### src/rtl/count_down_timer.sv
// Loadable count-down timer with run/pause, abort and a clock-cycle prescaler.
// Define COUNT_DOWN_TIMER_AUTO_RELOAD_EN to restart from the loaded value when DONE sees run=1.
module count_down_timer #(
    parameter int WIDTH    = 9,
    parameter int TICK_DIV = 1
) (
    input  logic             clock,
    input  logic             reset_n,
    input  logic [WIDTH-1:0] start,
    input  logic             load,
    input  logic             run,
    input  logic             abort,
    output logic [WIDTH-1:0] count,
    output logic             busy,
    output logic             done,
    output logic             done_pulse
);

    localparam int PW = (TICK_DIV > 1) ? $clog2(TICK_DIV) : 1;
    localparam logic [PW-1:0] PRESC_LAST = PW'(TICK_DIV - 1);

    typedef enum logic [1:0] {IDLE, LOADED, RUNNING, DONE} state_t;

    state_t           state, state_nxt;
    logic [WIDTH-1:0] count_nxt;
    logic [PW-1:0]    presc, presc_nxt;
    logic             pulse_nxt;
`ifdef COUNT_DOWN_TIMER_AUTO_RELOAD_EN
    logic [WIDTH-1:0] reload, reload_nxt;
`endif

    always_ff @(posedge clock or negedge reset_n) begin
        if (!reset_n) begin
            state      <= IDLE;
            count      <= '0;
            presc      <= '0;
            done_pulse <= 1'b0;
`ifdef COUNT_DOWN_TIMER_AUTO_RELOAD_EN
            reload     <= '0;
`endif
        end else begin
            state      <= state_nxt;
            count      <= count_nxt;
            presc      <= presc_nxt;
            done_pulse <= pulse_nxt;
`ifdef COUNT_DOWN_TIMER_AUTO_RELOAD_EN
            reload     <= reload_nxt;
`endif
        end
    end

    // Priority is abort, then load (ignored while RUNNING), then run.
    always_comb begin
        state_nxt = state;
        count_nxt = count;
        presc_nxt = presc;
`ifdef COUNT_DOWN_TIMER_AUTO_RELOAD_EN
        reload_nxt = reload;
`endif
        if (abort) begin
            state_nxt = IDLE;
            count_nxt = '0;
            presc_nxt = '0;
        end else if (load && (state != RUNNING)) begin
            state_nxt = LOADED;
            count_nxt = start;
            presc_nxt = '0;
`ifdef COUNT_DOWN_TIMER_AUTO_RELOAD_EN
            reload_nxt = start;
`endif
        end else if (run) begin
            case (state)
                LOADED: begin
                    state_nxt = RUNNING;
                    presc_nxt = '0;
                end
                RUNNING: begin
                    if (count == '0) begin
                        state_nxt = DONE;
                    end else if (presc == PRESC_LAST) begin
                        presc_nxt = '0;
                        count_nxt = count - WIDTH'(1);
                        if (count == WIDTH'(1)) state_nxt = DONE;
                    end else begin
                        presc_nxt = presc + PW'(1);
                    end
                end
                DONE: begin
`ifdef COUNT_DOWN_TIMER_AUTO_RELOAD_EN
                    state_nxt = RUNNING;
                    count_nxt = reload;
                    presc_nxt = '0;
`endif
                end
                default: ;
            endcase
        end
        pulse_nxt = (state_nxt == DONE) && (state != DONE);
    end

    assign busy = (state == RUNNING);
    assign done = (state == DONE);

endmodule

### config.mk
export PLATFORM = sky130hd
export DESIGN_NAME = count_down_timer
export DESIGN_NICKNAME = d
export VERILOG_FILES = /design/src/rtl/count_down_timer.sv
export SDC_FILE = /design/constraint.sdc
export NUM_CORES = 1
export LEC_CHECK = 0
export CORE_ASPECT_RATIO = 1.2
export CORE_UTILIZATION = 35
export CTS_CLUSTER_DIAMETER = 120
export DETAILED_ROUTE_END_ITERATION = 8
export DONT_BUFFER_PORTS = 1
export GPL_ROUTABILITY_DRIVEN = 1
export GPL_TIMING_DRIVEN = 0
export REMOVE_ABC_BUFFERS = 1
export SETUP_SLACK_MARGIN = 0.05
export SLEW_MARGIN = 20
export SYNTH_ARGS = -nofsm -noshare
export SYNTH_HDL_FRONTEND = slang
export SYNTH_SLANG_ARGS = --single-unit
### constraint.sdc
create_clock -name clock -period 1.71 [get_ports clock]
set_input_delay 0.171 -clock clock [delete_from_list [all_inputs] [get_ports clock]]
set_output_delay 0.171 -clock clock [all_outputs]
set_load 0.05 [all_outputs]
==> run metrics, run 1 <==
status=complete, but fails checks; failing checks=hold timing; slowest CP cell=dfrtp_4; worst hold slack=-0.0621 ns; CP peak stage delay=0.60 ns; critical path startpoint category=flop; clk_skew=0.00101 ns; fin. max-slew vios=0; CTS tree=done; cts hold-fix bufs=1; syn_area_per_cell=9.53 um^2; unrepaired setup endpoints after global routing=true; first-pass GRT wire length=3750 um; Cell Area, Synth=848 um^2; vias per cell=5.78; final net count=118; worst hold path class=input port to flop; Post-DP HPWL=1470 um; minimum clock period=1.71 ns; Clock transition at path regs=0.08 ns; Required @ worst endpoint=1.89 ns; core area=0.00228 mm^2; routability cong.=0.716; sequential area share after synthesis=35.4%; FP Rows=19; Die Ht=55.9 um; static leakage=0.392 nW; grt total ovfl=0; vias in the first global route=768; pre-CTS setup slack=-0.429 ns; Yosys cell types=38; FFs w/ async S/R, synth=100%; total power=0.814 mW; Horiz. Die Dim=46.9 um; layout cells sized above 1=41.7%; VDD IR-drop max=0.000420 V; antenna violations before repair=0; DP Cell Count=118; slew of the pin with the lowest slew margin=0.612 ns; Clock Path Buffers=2; worst-path fanout max=6; full die area=0.00263 mm^2; Post-Route WL=2270 um; P&R area growth vs syn=29.1%; # diodes=0; final period utilization=99.7%; Initial Utilization=37.2%; max frequency=0.586 GHz; Clock Latency Late Sink=0.27 ns; Pre-antenna DRT Iters=4; Slew headroom=59.2%; first-iteration detailed-routing DRC count=17; final std cells w/o fill=127; CP Cell Sequence=inv_4, ha_4, nor2b_4, a31oi_4, and3_4, nor4_2; largest area contributor in the netlist=dfrtp_1; CTS sink count=12; DRC errors left=0; Final Hold Vio Count=11; wire per inst=17.9 um; number of enable flip-flop cells after synthesis=0; antenna-violating nets left=0; PD cells=743 mW/mm^2; Syn. warnings=0; Final setup viols=0; Worst Setup End Kind=flop; max-capacitance violation count=0; fin worst setup slack=0.00458 ns; ranking of synthesized cells by area=dfrtp_1 (35%), ha_1 (8.8%), nor2_1 (4.9%), nand2_1 (3.5%), nor4_2 (2.9%); leading cell types in the layout, fill and taps excluded=nor2_1 (11), nand2_1 (7); Arr. time, crit path=1.88 ns; Root Buffer=clkbuf_4; io pins=26; Inserted Clock Buffers=3; largest net degree at the start of global routing=15; flops & latches, synth=12; via count=734; CP Class=flop to flop; Overall Global Routing Usage=19.7%; most common cell after layout, fill and taps aside=nor2_1; Port-buffer cells=0; Primary FF master, synth=dfrtp_1; H-tree depth=1; Cells after Synth=89; top-area cell type share of the netlist area=35.4%
-- synth_stat cells (2+ instances only) --
cell	instances
a211oi_1	3
a31oi_1	2
clkbuf_1	2
dfrtp_1	12
ha_1	6
inv_1	4
nand2_1	8
nand2b_1	2
nand3_1	2
nand4_1	2
nor2_1	11
nor2b_1	3
nor3_1	4
nor4_2	2
o21ai_0	2
xnor2_1	2
-- sequential cells by signal (all words and copies together), names as in the netlist --
name	cells
done_pulse	1
state	2
count	9
-- final cells by class --
type	instances	area [um^2]
clock buffers	3	22.5
fillers	228	1190
inverters	4	20.0
multi-input cells	71	642
flip-flops and latches	12	320
well taps	31	38.8
repair buffers	6	51.3
-- layer usage --
metal	GRT usage, %	up-vias	wire, um
met1	25.9	364	986
met4	8.57	0	28
met5	0	-	0
met2	30.2	23	1160
li1	-	343	-
met3	4.22	4	102
-- path summary, 6_finish.rpt --
check | to | slack, ns | from | cells past startpoint
worst max-delay path | count[1]$_DFFE_PN0P_ | 0.005 | count[0]$_DFFE_PN0P_ | 6
worst min-delay path | count[4]$_DFFE_PN0P_ | -0.06 | abort | 1
worst max register to register | count[1]$_DFFE_PN0P_ | 0.005 | count[0]$_DFFE_PN0P_ | 6
worst min register to register | state[1]$_DFF_PN0_ | 0.73 | state[1]$_DFF_PN0_ | 2
max in group asynchronous | count[5]$_DFFE_PN0P_ | 0.96 | reset_n | 1
min in group asynchronous | done_pulse$_DFF_PN0_ | 0.33 | reset_n | 1
-- timing repair --
action / 4_1_cts / 5_1_grt
gates resized for setup: 29 / 11
gates cloned: 0 / 0
endpoints found under the setup margin: 12 / 11
pin swaps: 13 / 5
endpoints found under the hold margin: 23 / 11
setup buffers: 5 / 0
-- report_power, final --
group / internal, mW / switching (mW) / leakage [nW]
registers: 0.308 / 0.100 / 0.146
logic: 0.102 / 0.123 / 0.232
clock network: 0.0816 / 0.0993 / 0.0138
-- per-stage QoR --
stage | setup TNS, ns | area (um^2) | utilization (%)
after floorplan | -1.85 | 841 | -
after global placement | -4.14 | 880 | 38.5
after detailed placement | -4.48 | 880 | 38.5
after CTS | 0 | 1040 | 45.7
after global routing | -0.343 | 1090 | 48.0
final | 0 | 1090 | 48.0
-- kinds of logic after synthesis --
group	synth area share [%]
flip-flops	35.4
buffers and inverters	2.65
adder cells (fa/ha/maj)	8.85
XOR/XNOR	3.10
AND/OR/NAND/NOR	30.1
AO/OA/AOI/OAI	19.9
-- worst max-delay path: cells and delay by family, from the launching register on --
family,cells,cell delay (ns)
adder cells (fa/ha/maj),1,0.14
buffers and inverters,1,0.11
AO/OA/AOI/OAI,1,0.16
AND/OR/NAND/NOR,3,0.60
flip-flops,1,0.60
(Power assumes the default switching activity.)
==> run 2, diff against run 1 <==
--- a/config.mk
+++ b/config.mk
@@ -12,6 +12,7 @@
 export DONT_BUFFER_PORTS = 1
 export GPL_ROUTABILITY_DRIVEN = 1
 export GPL_TIMING_DRIVEN = 0
+export PLACE_DENSITY = 0.53
 export REMOVE_ABC_BUFFERS = 1
 export SETUP_SLACK_MARGIN = 0.05
 export SLEW_MARGIN = 20
==> run 2 against run 1 <==
The run still ends with hold timing left. Sequential cell count unchanged. Cell area down 2.4%. Register-to-register slack better by 0.03 ns. Critical path type unchanged. Largest cell class unchanged.
==> run metrics, run 2 (synthesis results as in run 1) <==
largest registers=count x9, state x2, done_pulse x1; final period utilization=97.9% (-1.9 points); internal cell power=0.486 mW (-1.2%); max-capacitance violation count=0 (unchanged); full die area=0.00263 mm^2 (unchanged); VDD IR-drop max=0.000399 V (-4.8%); cts hold-fix bufs=1 (unchanged); # diodes=0 (unchanged); largest register by flop count=count; clock power share=21.6% (-0.6 points); slowest CP cell=dfrtp_4; vias per cell=5.76 (-0.34%); Clock Latency Late Sink=0.27 ns (about the same); Overall Global Routing Usage=17.3% (-2.4 points); Arr. time, crit path=1.85 ns (-0.03 ns); CTS tree=done; fillers=228 (unchanged); slew of the pin with the lowest slew margin=0.611 ns (-0.000806 ns); static leakage=0.383 nW (-2.2%); final net count=116 (-1.7%); critical path startpoint category=flop; core utilization of the finished layout=46.8% (-1.2 points); Setup Total Neg Slack=0 ns (unchanged); fin worst setup slack=0.0364 ns (+0.0318 ns); worst-path fanout max=5 (-1); P&R area growth vs syn=26.0%; Clock Path Buffers=2 (unchanged); failing checks=hold timing; Inserted Clock Buffers=3 (unchanged); worst hold slack=-0.0511 ns (+0.0110 ns); Slew headroom=59.2% (about the same); Worst Setup End Kind=flop; worst hold path class=input port to flop; Pre-antenna DRT Iters=4 (unchanged); Post-Route WL=2050 um (-9.8%); Required @ worst endpoint=1.89 ns (about the same); Seq pwr share=51.6% (+1.4 points); status=complete, but fails checks; CP Class=flop to flop; DRC errors left=0 (unchanged); Net Sw Power=0.303 mW (-5.9%); first-pass GRT wire length=3310 um (-12%); PD cells=738 mW/mm^2 (-0.69%); grt total ovfl=0 (unchanged); Initial Utilization=37.2% (unchanged); first-iteration detailed-routing DRC count=15 (-2); io pins=26 (unchanged); most common cell after layout, fill and taps aside=nor2_1; CTS sink count=12 (unchanged); FP Rows=19 (unchanged); CP Cell Sequence=inv_4, ha_4, nor2b_4, a31oi_4, and3_4, nor4_2; Port-buffer cells=0 (unchanged); H-tree depth=1 (unchanged); antenna violations before repair=0 (unchanged); unrepaired setup endpoints after global routing=true; final instance area=0.00107 mm^2 (-2.4%); Final setup viols=0 (unchanged); CP peak stage delay=0.59 ns (about the same); Clock transition at path regs=0.07 ns (about the same); clk_skew=0.00356 ns (+0.00255 ns); layout cells sized above 1=39.4% (-2.3 points); core area=0.00228 mm^2 (unchanged); pre-CTS setup slack=-0.490 ns (-0.0602 ns); routability cong.=0.776 (+8.3%); family with the most delay on the worst path=flip-flops; via count=720 (-1.9%); antenna-violating nets left=0 (unchanged); largest net degree at the start of global routing=15 (unchanged); Horiz. Die Dim=46.9 um (unchanged); Die Ht=55.9 um (unchanged); minimum clock period=1.67 ns (-0.0318 ns); Largest register FFs=9 (unchanged); max frequency=0.598 GHz (+1.9%); fin. max-slew vios=0 (unchanged); Post-DP HPWL=1410 um (-4.0%); Root Buffer=clkbuf_4; Gate power share=26.8% (-0.8 points); Switching Fraction=38.4% (-1.1 points); wire per inst=16.4 um (-8.4%); worst path bufs/invs=1 (unchanged); Placed Area=880 um^2 (unchanged); vias in the first global route=704 (-8.3%); Final Hold Vio Count=11 (unchanged); leading cell types in the layout, fill and taps excluded=nor2_1 (11), nand2_1 (7), dfrtp_2 (5)
-- run 2: cell types whose count changed in the layout (fill, tap and decap cells not counted), sizes merged --
cell  before  now
buf        5    3
-- run 2: layer usage --
layer / track usage (%) / share of wire [%] / vias to the layer above
met5: 0 / 0 / -
met4: 3.67 / 0.68 / 0
met3: 6.17 / 6.0 / 2
met2: 27.8 / 52 / 26
met1: 21.7 / 42 / 347
li1: - / - / 345
-- run 2: final cells by class --
cell class | instances | area [um^2] | area share, %
clock buffers | 3 | 22.5 | 2.11
repair buffers | 4 | 36.3 | 3.40
inverters | 4 | 20.0 | 1.87
well taps | 31 | 38.8 | 3.63
multi-input cells | 71 | 633 | 59.3
flip-flops and latches | 12 | 318 | 29.7
-- run 2: final timing paths --
| path | slack (ns) | cells after the start | to | startpoint |
|---|---|---|---|---|
| worst max-delay path | 0.04 | 6 | count[1]$_DFFE_PN0P_ | count[1]$_DFFE_PN0P_ |
| worst min-delay path | -0.05 | 1 | state[1]$_DFF_PN0_ | abort |
| worst max register to register | 0.04 | 6 | count[1]$_DFFE_PN0P_ | count[1]$_DFFE_PN0P_ |
| worst min register to register | 0.74 | 2 | state[1]$_DFF_PN0_ | state[1]$_DFF_PN0_ |
| max in group asynchronous | 0.97 | 1 | count[5]$_DFFE_PN0P_ | reset_n |
| min in group asynchronous | 0.32 | 1 | state[0]$_DFF_PN0_ | reset_n |
-- run 2: per-stage QoR --
stage          power, mW  cells
6_report           0.789    125
3_3_place_gp       0.548    118
4_1_cts            0.784    125
3_5_place_dp       0.550    118
2_1_floorplan      0.518     87
5_1_grt            0.834    125
-- run 2: repair_timing --
action | in CTS | in global routing
endpoints found under the setup margin | 12 | 11
resized for setup | 30 | 8
pin swaps | 10 | 4
hold endpoints to repair | 23 | 11
buffers inserted | 3 | 0
-- run 2: power by group through the flow --
stage / combinational, mW / clock, mW / sequential (mW)
2_1_floorplan: 0.124 / 0 / 0.394
3_3_place_gp: 0.145 / 0 / 0.403
3_5_place_dp: 0.147 / 0 / 0.403
4_1_cts: 0.198 / 0.180 / 0.406
5_1_grt: 0.232 / 0.191 / 0.410
6_report: 0.211 / 0.171 / 0.407
==> run 3, diff against run 2 <==
--- a/config.mk
+++ b/config.mk
@@ -6,15 +6,16 @@
 export NUM_CORES = 1
 export LEC_CHECK = 0
 export CORE_ASPECT_RATIO = 1.2
-export CORE_UTILIZATION = 35
+export CORE_UTILIZATION = 42
 export CTS_CLUSTER_DIAMETER = 120
 export DETAILED_ROUTE_END_ITERATION = 8
 export DONT_BUFFER_PORTS = 1
 export GPL_ROUTABILITY_DRIVEN = 1
 export GPL_TIMING_DRIVEN = 0
-export PLACE_DENSITY = 0.53
+export PLACE_DENSITY = 0.68
 export REMOVE_ABC_BUFFERS = 1
 export SETUP_SLACK_MARGIN = 0.05
+export SKIP_LAST_GASP = 1
 export SLEW_MARGIN = 20
 export SYNTH_ARGS = -nofsm -noshare
 export SYNTH_HDL_FRONTEND = slang
==> run 3 against run 2 <==
The run still ends with hold timing left. Setup slack worse by 0.025 ns. Hold slack got worse by 0.0042 ns. Clock-buffer cell count stayed put. Maximum frequency down 1.5%. Sequential share of layout area is 0.62 points higher. Cell area shrank 2.8%. Clock skew is 0.0031 ns lower. Non-clock buffer count decreased by 1. Combinational power fell by 3%. Die area fell by 16%. Critical endpoint unchanged. Largest cell class unchanged. Largest power group unchanged. Highest routed layer unchanged.
==> run metrics, run 3 (synthesis results as in run 1) <==
CP peak stage delay=0.59 ns (about the same); family with the most delay on the worst path=simple AND/OR/NAND/NOR gates; vias per cell=6.42 (+11%); first-pass GRT wire length=3380 um (+2.1%); antenna violations before repair=0 (unchanged); internal cell power=0.478 mW (-1.5%); Final setup viols=0 (unchanged); cts hold-fix bufs=1 (unchanged); clk_skew=0.000470 ns (-0.00309 ns); Worst Setup End Kind=flop; Switching Fraction=39.2% (+0.80 points); Net Sw Power=0.309 mW (+1.9%); Clock Latency Late Sink=0.27 ns (about the same); Post-DP HPWL=1350 um (-4.1%); fillers=174 (-24%); CTS tree=done; Gate power share=25.9% (-0.9 points); final net count=115 (-0.86%); largest net degree at the start of global routing=15 (unchanged); clock power share=22.6% (+1.0 points); final instance area=0.00104 mm^2 (-2.8%); worst hold path class=input port to flop; PD cells=758 mW/mm^2 (+2.7%); Overall Global Routing Usage=20.9% (+3.6 points); vias in the first global route=712 (+1.1%); Post-Route WL=2100 um (+2.2%); Seq pwr share=51.6% (about the same); Initial Utilization=45.3% (+8.1 points); H-tree depth=1 (unchanged); largest registers=count x9, state x2, done_pulse x1; most common cell after layout, fill and taps aside=nor2_1; CTS sink count=12 (unchanged); core area=0.00187 mm^2 (-18%); Slew headroom=59.7% (+0.45 points); Setup Total Neg Slack=0 ns (unchanged); Inserted Clock Buffers=3 (unchanged); Clock Path Buffers=2 (unchanged); slew of the pin with the lowest slew margin=0.605 ns (-0.00670 ns); antenna-violating nets left=0 (unchanged); Storage cell area=315 um^2 (-0.79%); failing checks=hold timing; CP Cell Sequence=inv_4, ha_4, nor2b_4, a31oi_4, and3_4, nor4_2; wire per inst=18.7 um (+14%); unrepaired setup endpoints after global routing=true; worst-path fanout max=6 (+1); Die Ht=51.2 um (-8.4%); Horiz. Die Dim=43.0 um (-8.3%); routability cong.=0.821 (+5.9%); status=complete, but fails checks; FP Rows=17 (-2); # diodes=0 (unchanged); Arr. time, crit path=1.88 ns (+0.03 ns); Final Hold Vio Count=11 (unchanged); final period utilization=99.3% (+1.5 points); via count=719 (-0.14%); P&R area growth vs syn=22.4%; max frequency=0.589 GHz (-1.5%); Clock transition at path regs=0.07 ns (about the same); r2r setup slk=0.01 ns (-0.03 ns); io pins=26 (unchanged); Required @ worst endpoint=1.89 ns (about the same); largest register by flop count=count; Root Buffer=clkbuf_4; minimum clock period=1.70 ns (+0.0251 ns); Largest register FFs=9 (unchanged); first-iteration detailed-routing DRC count=9 (-6); static leakage=0.373 nW (-2.6%); Pre-antenna DRT Iters=6 (+2); DRC errors left=0 (unchanged); Port-buffer cells=0 (unchanged); CP Class=flop to flop; leading cell types in the layout, fill and taps excluded=nor2_1 (11), nand2_1 (8), dfrtp_2 (6); full die area=0.00220 mm^2 (-16%); slowest CP cell=dfrtp_4; worst path bufs/invs=1 (unchanged); VDD IR-drop max=0.000553 V (+38%); Multi-input gate area=632 um^2 (-0.20%); max-capacitance violation count=0 (unchanged); fin. max-slew vios=0 (unchanged); layout cells sized above 1=38.7% (-0.65 points); Placed Area=865 um^2 (-1.7%); worst hold slack=-0.0553 ns (-0.00420 ns); critical path startpoint category=flop; grt total ovfl=0 (unchanged)
[run 3: worst paths after layout]
path                                 startpoint              endpoint  depth (start not counted)
setup reg to reg           count[0]$_DFFE_PN0P_  count[1]$_DFFE_PN0P_                          6
setup / recovery           count[0]$_DFFE_PN0P_  count[1]$_DFFE_PN0P_                          6
max in group asynchronous               reset_n  count[0]$_DFFE_PN0P_                          1
hold reg to reg              state[1]$_DFF_PN0_    state[1]$_DFF_PN0_                          2
min in group asynchronous               reset_n    state[1]$_DFF_PN0_                          1
hold / removal                            abort  count[3]$_DFFE_PN0P_                          1
[run 3: per-layer routing]
metal  up-vias  GRT usage, %  wire length [um]
met1       348          26.3               911
met4         0          12.6                65
li1        339             -                 -
met2        26          32.8              1010
met5         -             0                 0
met3         6          3.89               107
[run 3: repair_timing]
| action | CTS | global route |
|---|---|---|
| buffers inserted | 2 | 0 |
| endpoints found under the setup margin | 12 | 10 |
| endpoints found under the hold margin | 23 | 11 |
| pin swaps | 9 | 2 |
| gates resized for setup | 29 | 6 |
[run 3: power groups by stage]
stage / logic [mW] / clock network (mW) / registers [mW]
2_1_floorplan: 0.124 / 0 / 0.394
3_3_place_gp: 0.143 / 0 / 0.402
3_5_place_dp: 0.146 / 0 / 0.402
4_1_cts: 0.190 / 0.182 / 0.406
5_1_grt: 0.224 / 0.190 / 0.411
6_report: 0.204 / 0.178 / 0.406
[run 3: area by class of cell]
class                   count  area share [%]
repair buffers              3            2.41
multi-input cells          71            60.8
well taps                  19            2.29
inverters                   4            1.93
flip-flops and latches     12            30.4
clock buffers               3            2.17
[run 3: through the flow]
stage / utilization [%] / total power, mW / hold WS (ns) / worst slack [ns] / cells
6_report: 55.5 / 0.787 / -0.0553 / 0.0113 / 112
5_1_grt: 55.5 / 0.826 / -0.0655 / -0.0703 / 112
4_1_cts: 54.0 / 0.778 / -0.0595 / 0.0414 / 112
3_5_place_dp: 46.2 / 0.548 / -0.124 / -0.430 / 106
3_3_place_gp: 46.2 / 0.544 / -0.124 / -0.395 / 106
2_1_floorplan: - / 0.518 / -0.125 / -0.247 / 87
